$ cat src/rtl/step_ctrl.sv
// Debounced run/single-step clock enable for the datapath, with step counter.
// Optional hold-to-repeat stepping is built when STEP_AUTOREPEAT_EN is defined.
module step_ctrl #(
  parameter int unsigned DEBOUNCE_CYCLES = 500000,
  parameter int unsigned REPEAT_DELAY    = 25000000,
  parameter int unsigned REPEAT_PERIOD   = 5000000
) (
  input  logic        clk,
  input  logic        rst,
  input  logic        key_step_n,
  input  logic        sw_single,
  output logic        clk_en,
  output logic        single_mode,
  output logic [15:0] step_count
);

  localparam int unsigned DW = $clog2(DEBOUNCE_CYCLES);
  localparam logic [DW-1:0] DEB_LAST = DW'(DEBOUNCE_CYCLES - 1);

  if (DEBOUNCE_CYCLES < 2 || REPEAT_DELAY < 2 ||
      REPEAT_PERIOD < 2) begin : g_cfg_chk
    $error("step_ctrl: timing parameters must be >= 2");
  end

  typedef enum logic [1:0] {
    IDLE     = 2'd0,
    RUN      = 2'd1,
    PULSE    = 2'd2,
    WAIT_REL = 2'd3
  } state_t;

  state_t state;
  state_t state_n;

  logic          key_s1;
  logic          key_sync;
  logic          sw_s1;
  logic          sw_sync;
  logic          key_deb;
  logic          key_deb_q;
  logic [DW-1:0] deb_cnt;
  logic [15:0]   step_cnt;
  logic          press;
  logic          hold_hit;

  // Released key and free-run switch are the safe power-up levels.
  always_ff @(posedge clk or negedge rst) begin
    if (!rst) begin
      key_s1   <= 1'b1;
      key_sync <= 1'b1;
      sw_s1    <= 1'b0;
      sw_sync  <= 1'b0;
    end else begin
      key_s1   <= key_step_n;
      key_sync <= key_s1;
      sw_s1    <= sw_single;
      sw_sync  <= sw_s1;
    end
  end

  always_ff @(posedge clk or negedge rst) begin
    if (!rst) begin
      key_deb   <= 1'b1;
      key_deb_q <= 1'b1;
      deb_cnt   <= '0;
    end else begin
      key_deb_q <= key_deb;
      if (key_sync == key_deb) begin
        deb_cnt <= '0;
      end else if (deb_cnt == DEB_LAST) begin
        key_deb <= key_sync;
        deb_cnt <= '0;
      end else begin
        deb_cnt <= deb_cnt + DW'(1);
      end
    end
  end

  // Edge only: a key already down on entry to IDLE cannot step.
  assign press = key_deb_q & ~key_deb;

`ifdef STEP_AUTOREPEAT_EN
  localparam int unsigned HOLD_MAX =
    (REPEAT_DELAY > REPEAT_PERIOD) ? REPEAT_DELAY : REPEAT_PERIOD;
  localparam int unsigned HW = $clog2(HOLD_MAX);
  localparam logic [HW-1:0] DLY_LAST = HW'(REPEAT_DELAY - 1);
  localparam logic [HW-1:0] PER_LAST = HW'(REPEAT_PERIOD - 1);

  logic [HW-1:0] hold_cnt;
  logic          repeating;

  // hold_cnt equals the number of cycles since the last PULSE.
  always_ff @(posedge clk or negedge rst) begin
    if (!rst) begin
      hold_cnt  <= '0;
      repeating <= 1'b0;
    end else if (state_n == PULSE) begin
      hold_cnt  <= '0;
      repeating <= (state == WAIT_REL);
    end else if (state == PULSE || state == WAIT_REL) begin
      hold_cnt  <= hold_cnt + HW'(1);
    end
  end

  assign hold_hit = repeating ? (hold_cnt == PER_LAST)
                              : (hold_cnt == DLY_LAST);
`else
  assign hold_hit = 1'b0;
`endif

  always_comb begin
    state_n = state;
    unique case (state)
      IDLE: begin
        if (!sw_sync)   state_n = RUN;
        else if (press) state_n = PULSE;
      end
      RUN: begin
        if (sw_sync) state_n = IDLE;
      end
      PULSE: begin
        state_n = WAIT_REL;
      end
      WAIT_REL: begin
        if (key_deb)       state_n = sw_sync ? IDLE : RUN;
        else if (hold_hit) state_n = PULSE;
      end
      default: begin
        state_n = IDLE;
      end
    endcase
  end

  always_ff @(posedge clk or negedge rst) begin
    if (!rst) begin
      state    <= IDLE;
      clk_en   <= 1'b0;
      step_cnt <= '0;
    end else begin
      state  <= state_n;
      clk_en <= (state_n == RUN) || (state_n == PULSE);
      if (state_n == PULSE) step_cnt <= step_cnt + 16'd1;
    end
  end

  assign single_mode = (state != RUN);
  assign step_count  = step_cnt;

endmodule

$ cat config.mk
export PLATFORM = sky130hd
export DESIGN_NAME = step_ctrl
export DESIGN_NICKNAME = d
export VERILOG_FILES = /design/src/rtl/step_ctrl.sv
export SDC_FILE = /design/constraint.sdc
export NUM_CORES = 1
export LEC_CHECK = 0
export ABC_AREA = 1
export CAP_MARGIN = 20
export CORE_MARGIN = 2
export CORE_UTILIZATION = 45
export CTS_CLUSTER_SIZE = 16
export DETAILED_ROUTE_END_ITERATION = 8
export HOLD_SLACK_MARGIN = 0.02
export PLACE_DENSITY_LB_ADDON = 0.3
export SYNTH_ARGS = -nofsm -noshare
export SYNTH_HDL_FRONTEND = slang
export SYNTH_SLANG_ARGS = --single-unit
$ cat constraint.sdc
create_clock -name clk -period 2.4 [get_ports clk]
set_input_delay 0.24 -clock clk [delete_from_list [all_inputs] [get_ports clk]]
set_output_delay 0.24 -clock clk [all_outputs]
set_load 0.03 [all_outputs]
==> metrics, run 1 <==
status=finished, final reports clean; clk_lat worst skew=0.29 ns; clk buf depth=2; Post-Route Utilization=0.543; largest net degree at the start of global routing=45; M3 GR Usage=0.0412; R2R depth=10; critical path buffer and inverter count=2; Worst setup SP type=flop; RSZ-0062 raised after global routing=no; drt via density=4.81; overall routed net length=4.07 mm; via count=1,708; H-tree depth=2; Core Area=4690 sq um; grt total ovfl=0; slowest stage delay, CP=0.58 ns; reg-to-reg critical path endpoint=step_count[14]; initial DRC count=90; CP cell instances=a21oi_1, nor2_1, ha_1, nand3_1, nor2_2, nand3b_1, inv_1, nand2_1, nand2_1, inv_1; root buffer cell=clkbuf_8; register area share after synthesis=0.505; DP HPWL=2.95 mm; Inst Count DP=347; post-synthesis compound-gate area fraction=0.0206; Slew Limit Fails=0; Post-CTS Resized=0; Placed Instance Area=2460 sq um; Leak Pwr=1.25 nW; global-route wire length before repair=7.12 mm; All-Layer GR Usage=0.172; post-route cell area=2550 sq um; Req. time, crit path=2.59 ns; Simple-Gate Fraction of Synth Area=0.302; Synth top area share=0.457; GRT busiest layer=met2; syn avg cell area=8.02 sq um; postcts setup bufs=0; die height=73.8 um; Yosys top cell by area=dfrtp_1; fin worst setup slack=0.505 ns; vias in the first global route=1,598; Hold Vio Cnt, Final=0; critical path capture point type=flop; DR pass1 iterations=4; die area=5440 sq um; clk_skew=0.00618 ns; routing usage on met2=0.286; mux share of post-synthesis cell area=0; Setup violations, final=0; Worst-path clk slew=0.08 ns; DR WL/cell=11.5 um; initial antenna violation count=0; io pins=22; Net Count, Synth=280; Synth Area in Adders=0.0171; #FFs+latches synth=44; drt drc=0; CTS sink count=44; die width=73.8 um; CP top delay family=simple AND/OR/NAND/NOR gates; R2R Path Start=key_deb; number of library cell types mapped by synthesis=21; VDD IR max=0.263 mV; number of hold buffers added after cts=0; Initial Util=0.467; Area Growth Syn to Fin=16.5%; Ys Warns=0; Synth Area in XOR/XNOR=0.0840; setup slack at placement=0.511 ns; min-delay worst type=in -> async; maximum clock frequency=528 MHz; Arr. time, crit path=2.09 ns; number of diodes=0; Synth Instances=273; layout cells sized above 1=0.0930; antenna viol nets, final=0; CTS tree=yes; Worst R2R Setup Slack=0.51 ns; ranking of synthesized cells by area=dfrtp_1 (46%), nand2_1 (11%), nor2_1 (9.6%); Num CTS Buffers=5; critical path fanouts, max=7; worst hold margin=0.0835 ns; Final Critical Period=1.89 ns; Synth Cell Area=2190 sq um; CP max stage cell=dfstp_2; port bufs=21; routing usage on met1=0.220; WS Path Type=reg -> reg; Net count, final=307; Finished Layout Cells=355; Rel. slew slack=0.373; Worst Tran Pin Value=0.941 ns; Period Utilization, post-route=0.789; GPL Wtd Cong=0.897; main combinational cell family by area after synthesis=simple AND/OR/NAND/NOR gates; Row Count=25; Cell Pwr Density=500 nW/um^2; max-cap violation count=0; Final Power=1.27 mW; sum of negative setup slack=0 ns
==> final cells by class <==
type	instances	area, sq um
clock buffers	8	90.1
repair buffers	22	213
fillers	435	2140
inverters	39	146
well taps	54	67.6
flip-flops and latches	44	1110
multi-input cells	188	927
==> flip-flops by register name, indices dropped and copies added, names as in the netlist <==
register and flops:
clk_en 1, deb_cnt 19, key_s1 1, sw_sync 1
key_deb_q 1, state 2, key_deb 1, key_sync 1
sw_s1 1, step_count 16
==> per-layer routing <==
layer,share of wire,vias up
met5,0,-
met1,0.48,796
met4,0.015,0
met2,0.47,29
li1,-,877
met3,0.035,6
==> worst register-to-register path: cells and delay by family (launching register included) <==
| kind | cells | cell delay, ns |
|---|---|---|
| AOI/OAI and AO/OA | 1 | 0.10 |
| and+or+nand+nor | 6 | 0.70 |
| DFF | 1 | 0.58 |
| adders and majority gates | 1 | 0.30 |
| buffers and inverters | 2 | 0.10 |
==> layout by cell type (no fill, tap or decap), types with 2 or more instances in the layout <==
cell and n:
nand2_1 65, nor2_1 56, dfrtp_1 40, inv_1 38, clkdlybuf4s50_1 20, nand3_1 16, xor2_1 13, nor2_2 10
xnor2_1 8, clkbuf_8 6, a21oi_1 4, nand4_1 4, dfstp_2 4, nand2_2 3, ha_1 3, nand3b_1 2
clkbuf_1 2
==> where the power goes <==
group / switching [mW] / total [mW] / internal, mW / leakage [nW]
clock: 0.238 / 0.473 / 0.235 / 0.0455
combinational: 0.0309 / 0.0445 / 0.0135 / 0.616
sequential: 0.00500 / 0.756 / 0.751 / 0.589
total: 0.274 / 1.27 / 1.00 / 1.25
==> cells by family (layout without fill, tap and decap cells) <==
family                     Yosys count  in the layout
adders and majority gates            3              3
AOI/OAI and AO/OA                    7              7
DFF                                 44             44
and+or+nand+nor                    157            157
buffers and inverters               41             69
xor gates and xnor gates            21             21
==> worst max-delay path by stage <==
stage | startpoint | endpoint | depth (start not counted) | slack, ns
final | key_deb | step_count[14] | 10 | 0.51
after global routing | key_deb | step_count[14] | 10 | 0.33
after CTS | key_deb | step_count[14] | 10 | 0.49
after detailed placement | key_deb | step_count[14] | 10 | 0.51
after global placement | key_deb | step_count[14] | 10 | 0.56
after floorplan | key_deb | step_count[14] | 11 | 0.65
==> cell usage after synthesis <==
cell type / n
a211oi_1: 1
nor2_1: 56
dfstp_2: 4
inv_2: 1
nand2_1: 65
dfrtp_1: 40
buf_2: 1
nand2_2: 3
clkbuf_2: 1
nor2_2: 10
nand3_1: 16
xnor2_1: 8
nand3b_1: 2
xor2_1: 13
nand4_1: 4
nor3_1: 1
inv_1: 38
a21oi_2: 1
a31o_2: 1
a21oi_1: 4
ha_1: 3
(Power assumes the default switching activity.)
==> inputs of run 2 (changes only) <==
==> constraint.sdc (replaced) <==
create_clock -name clk -period 1.7 [get_ports clk]
set_input_delay 0.17 -clock clk [delete_from_list [all_inputs] [get_ports clk]]
set_output_delay 0.17 -clock clk [all_outputs]
set_load 0.03 [all_outputs]
==> metrics, run 2 (same netlist as run 1, synthesis figures left out) <==
status=finished, final reports clean; max-cap violation count=0 (unchanged); Worst setup SP type=flop; die area=5440 sq um (unchanged); critical path buffer and inverter count=1 (-1); DR WL/cell=11.9 um (+4.0%); clk_lat worst skew=0.30 ns (about the same); number of diodes=0 (unchanged); clk buf depth=2 (unchanged); Worst Tran Pin Value=0.540 ns (-0.401 ns); CP cell instances=a21oi_4, nor2_4, ha_4, nand3_4, nor2_4, buf_4, nand2_1, xnor2_1; RSZ-0062 raised after global routing=yes; die height=73.8 um (unchanged); min-delay worst type=in -> reg; most flop-heavy register=deb_cnt; R2R Path Start=key_deb; reg-to-reg critical path endpoint=step_count[10]; initial antenna violation count=0 (unchanged); Area Growth Syn to Fin=24.3%; Leak Pwr=1.34 nW (+7.5%); root buffer cell=clkbuf_8; Net count, final=314 (+2.3%); Row Count=25 (unchanged); Setup violations, final=0 (unchanged); drt drc=0 (unchanged); die width=73.8 um (unchanged); hold_sp=key_step_n; layout cells sized above 1=0.133 (+0.0401); Inst Count DP=351 (+1.2%); WHS Path Cells=1; Req. time, crit path=1.89 ns (-0.70 ns); Largest register FFs=19 (unchanged); WS Path Type=reg -> reg; CP max stage cell=dfstp_2; DP HPWL=3.05 mm (+3.7%); Final Critical Period=1.64 ns (-0.252 ns); Num CTS Buffers=5 (unchanged); Finished Layout Cells=362 (+2.0%); Worst R2R Setup Slack=0.06 ns (-0.45 ns); fin worst setup slack=0.0573 ns (-0.448 ns); maximum clock frequency=609 MHz (+15%); GPL Wtd Cong=0.855 (-4.6%); Arr. time, crit path=1.83 ns (-0.26 ns); overall routed net length=4.32 mm (+6.1%); CTS tree=yes; Core Area=4690 sq um (unchanged); port bufs=21 (unchanged); critical path capture point type=flop; commonest non-fill, non-tap cell in the layout=nand2_1; setup slack at placement=-0.00630 ns (-0.517 ns); largest net degree at the start of global routing=45 (unchanged); CP top delay family=flip-flops; All-Layer GR Usage=0.176 (+0.00425); DR pass1 iterations=4 (unchanged); via count=1,708 (unchanged); critical path fanouts, max=5 (-2); grt total ovfl=0 (unchanged); Initial Util=0.467 (unchanged); global-route wire length before repair=7.35 mm (+3.2%); VDD IR max=0.387 mV (+47%); Cell Pwr Density=728 nW/um^2 (+46%); clk_skew=0.00851 ns (+0.00233 ns); Slew Limit Fails=0 (unchanged); Period Utilization, post-route=0.966 (+0.177); R2R depth=8 (-2); antenna viol nets, final=0 (unchanged); CTS sink count=44 (unchanged); Worst-path clk slew=0.09 ns (about the same); fillers=424 (-2.5%); initial DRC count=76 (-16%); Rel. slew slack=0.640 (+0.267); drt via density=4.72 (-1.9%); commonest non-fill, non-tap cells in the layout=nand2_1 (64), nor2_1 (55), dfrtp_1 (40); Hold Vio Cnt, Final=0 (unchanged); slowest stage delay, CP=0.58 ns (about the same); CP most frequent cell=nor2_4; H-tree depth=2 (unchanged); Worst Hold Endpoint=key_s1; vias in the first global route=1,624 (+1.6%); io pins=22 (unchanged)
[run 2: where the power goes]
| group | internal, mW | leakage [nW] | switching, mW |
|---|---|---|---|
| Combinational | 0.0236 | 0.694 | 0.0466 |
| Clock | 0.481 | 0.0614 | 0.361 |
| Sequential | 1.06 | 0.589 | 0.00826 |
| Total | 1.56 | 1.34 | 0.416 |
[run 2: cell type report]
class                           instances  area [sq um]  area share
Clock inverter                          2          38.8      0.0143
Sequential cell                        44          1110       0.406
Clock buffer                            6          82.6      0.0303
Multi-Input combinational cell        188          1010       0.371
Timing Repair Buffer                   29           270      0.0993
Tap cell                               54          67.6      0.0248
Inverter                               39           146      0.0538
[run 2: worst max-delay path by stage]
stage	from	end	cells after the start
after floorplan	key_deb	step_count[13]	11
after CTS	key_deb	step_count[13]	10
after global routing	key_deb	step_count[14]	10
final	key_deb	step_count[10]	8
after detailed placement	key_deb	step_count[13]	10
after global placement	key_deb	step_count[13]	10
[run 2: worst reg2reg max path: cells and delay by family, from the launching register on]
family                     cells  cell delay, ns
xor gates and xnor gates       1            0.12
and+or+nand+nor                4            0.44
DFF                            1            0.58
AOI/OAI and AO/OA              1            0.08
buffers and inverters          1            0.13
adders and majority gates      1            0.18
[run 2: timing repair]
action	CTS	global route
endpoints found under the setup margin	1	12
hold buffers	1	0
pin swaps	3	5
endpoints found under the hold margin	40	0
gates resized for setup	0	8
buffers inserted	0	2
[run 2: routing by layer]
layer	part of all wire	routed length [um]	GRT usage	vias to the layer above
li1	-	-	-	896
met1	0.49	2130	0.239	793
met2	0.48	2070	0.273	17
met3	0.019	84	0.0370	2
met4	0.0095	41	0.0727	0
met5	0	0	0	-
[run 2: per-stage QoR]
step	cell area [sq um]	hold WS [ns]	TNS [ns]	total power, mW	utilization
final	2720	0.267	0	1.98	0.580
after global routing	2720	0.261	-0.112	2.07	0.580
after CTS	2660	0.259	0	2.01	0.566
after detailed placement	2520	0.280	-0.00630	1.16	0.538
after global placement	2520	0.276	0	1.15	0.538
after floorplan	2230	-0.126	-0.0180	1.11	-
==> inputs of run 3 (changes only) <==
--- a/config.mk
+++ b/config.mk
@@ -7,12 +7,13 @@
 export LEC_CHECK = 0
 export ABC_AREA = 1
 export CAP_MARGIN = 20
-export CORE_MARGIN = 2
-export CORE_UTILIZATION = 45
+export CELL_PAD_IN_SITES_DETAIL_PLACEMENT = 0
+export CELL_PAD_IN_SITES_GLOBAL_PLACEMENT = 1
+export CORE_UTILIZATION = 38
 export CTS_CLUSTER_SIZE = 16
 export DETAILED_ROUTE_END_ITERATION = 8
 export HOLD_SLACK_MARGIN = 0.02
-export PLACE_DENSITY_LB_ADDON = 0.3
+export PLACE_DENSITY_LB_ADDON = 0.1
 export SYNTH_ARGS = -nofsm -noshare
 export SYNTH_HDL_FRONTEND = slang
 export SYNTH_SLANG_ARGS = --single-unit
==> metrics, run 3 (same netlist as run 1, synthesis figures left out) <==
status=finished, final reports clean; DP HPWL=3.29 mm (+7.7%); global-route wire length before repair=7.58 mm (+3.1%); critical path buffer and inverter count=2 (+1); grt total ovfl=0 (unchanged); Rel. slew slack=0.709 (+0.0696); Leak Pwr=1.35 nW (about the same); layout cells sized above 1=0.134 (+0.000434); Worst-path clk slew=0.09 ns (about the same); clk buf depth=2 (unchanged); commonest non-fill, non-tap cells in the layout=nand2_1 (64), nor2_1 (55), dfrtp_1 (40); Cell Pwr Density=714 nW/um^2 (-2.0%); Arr. time, crit path=1.82 ns (about the same); CTS sink count=44 (unchanged); H-tree depth=2 (unchanged); number of diodes=0 (unchanged); critical path capture point type=flop; top layer in use=met4; Net count, final=313 (-0.32%); slowest stage delay, CP=0.56 ns (-0.02 ns); antenna viol nets, final=0 (unchanged); Row Count=27 (+8.0%); RSZ-0062 raised after global routing=yes; largest net degree at the start of global routing=29 (-36%); DR pass1 iterations=4 (unchanged); DR WL/cell=11.5 um (-3.9%); drt via density=4.37 (-7.4%); via count=1,656 (-3.0%); Req. time, crit path=1.90 ns (about the same); min-delay worst type=in -> reg; Largest register FFs=19 (unchanged); Period Utilization, post-route=0.958 (-0.00787); max-cap violation count=0 (unchanged); met2 wire length=1.81 mm (-13%); multi-input logic area=998 sq um (-1.1%); Area Growth Syn to Fin=24.6%; Sequential Area=1110 sq um (unchanged); io pins=22 (unchanged); Initial Util=0.395 (-0.0715); fillers=562 (+33%); Setup violations, final=0 (unchanged); drt drc=0 (unchanged); Slew Limit Fails=0 (unchanged); vias in the first global route=1,580 (-2.7%); port bufs=21 (unchanged); routed wl met3=127 um (+51%); CP cell instances=a21oi_2, nor2_2, ha_4, nand3_4, nor2_4, nand3b_1, inv_1, nand2_1, nand2_1, inv_1; Hold Vio Cnt, Final=0 (unchanged); Worst Tran Pin Value=0.436 ns (-0.104 ns); Num CTS Buffers=5 (unchanged); clk_skew=0.00468 ns (-0.00382 ns); CP top delay family=simple AND/OR/NAND/NOR gates; die height=77.9 um (+5.6%); Post-Route Utilization=0.492 (-0.0877); GPL Wtd Cong=0.763 (-11%); Final Power=1.95 mW (-1.7%); M1 wire length=2.36 mm (+11%); critical path fanouts, max=5 (unchanged); initial DRC count=34 (-55%); Worst setup SP type=flop; initial antenna violation count=0 (unchanged); Core Area=5540 sq um (+18%); die area=6070 sq um (+12%); most flop-heavy register=deb_cnt; sum of negative setup slack=0 ns (unchanged); clk_lat worst skew=0.29 ns (about the same); overall routed net length=4.35 mm (+0.62%); commonest non-fill, non-tap cell in the layout=nand2_1; All-Layer GR Usage=0.161 (-0.0146); CTS tree=yes; WS Path Type=reg -> reg; root buffer cell=clkbuf_8; Worst R2R Setup Slack=0.07 ns (about the same); CP max stage cell=dfstp_2; VDD IR max=0.465 mV (+20%); worst hold margin=0.305 ns (+0.0375 ns); die width=77.9 um (+5.6%); Final Critical Period=1.63 ns (-0.0134 ns); maximum clock frequency=614 MHz (+0.82%)
==> run 3: final cells by class <==
class / count / share of cell area
Clock buffer: 5 / 0.0252
Clock inverter: 3 / 0.0156
Inverter: 39 / 0.0537
Multi-Input combinational cell: 188 / 0.366
Sequential cell: 44 / 0.406
Tap cell: 72 / 0.0330
Timing Repair Buffer: 28 / 0.101
==> run 3: per-stage QoR <==
stage / setup WS [ns] / std cells / cell area (sq um)
floorplan: -0.0180 / 273 / 2230
global placement: 0.00874 / 368 / 2550
detailed placement: -0.0459 / 368 / 2550
CTS: 0.00150 / 379 / 2700
global route: -0.0900 / 379 / 2730
finish: 0.0707 / 379 / 2730
==> run 3: worst paths after layout <==
kind                             from  depth (start not counted)             end
setup / recovery              key_deb                         10  step_count[14]
hold / removal             key_step_n                          1          key_s1
setup reg to reg              key_deb                         10  step_count[14]
hold reg to reg                key_s1                          0        key_sync
max in group asynchronous         rst                          3          key_s1
min in group asynchronous         rst                          2      deb_cnt[5]
==> run 3: worst reg2reg max path: stages (launching register included) <==
cell      delay [ns]
dfstp_2         0.56
a21oi_2         0.06
nor2_2          0.16
ha_4            0.19
nand3_4         0.09
nor2_4          0.16
nand3b_1        0.12
inv_1           0.06
nand2_1         0.04
nand2_1         0.05
inv_1           0.03
==> run 3: routing by layer <==
layer	vias up	GRT usage
met3	5	0.0318
li1	894	-
met2	21	0.236
met4	0	0.0556
met1	736	0.236
met5	-	0
==> run 3: what timing repair did <==
item | 4_1_cts | 5_1_grt
endpoints found under the setup margin | 5 | 16
buffers inserted | 2 | 0
hold buffers | 1 | 0
pin swaps | 4 | 12
endpoints found under the hold margin | 16 | 0
gates resized for setup | 3 | 4
==> run 3: where the power goes <==
part           switching [mW]  internal [mW]
Sequential            0.00709           1.06
Clock                   0.370          0.435
Combinational          0.0471         0.0261
Total                   0.425           1.52
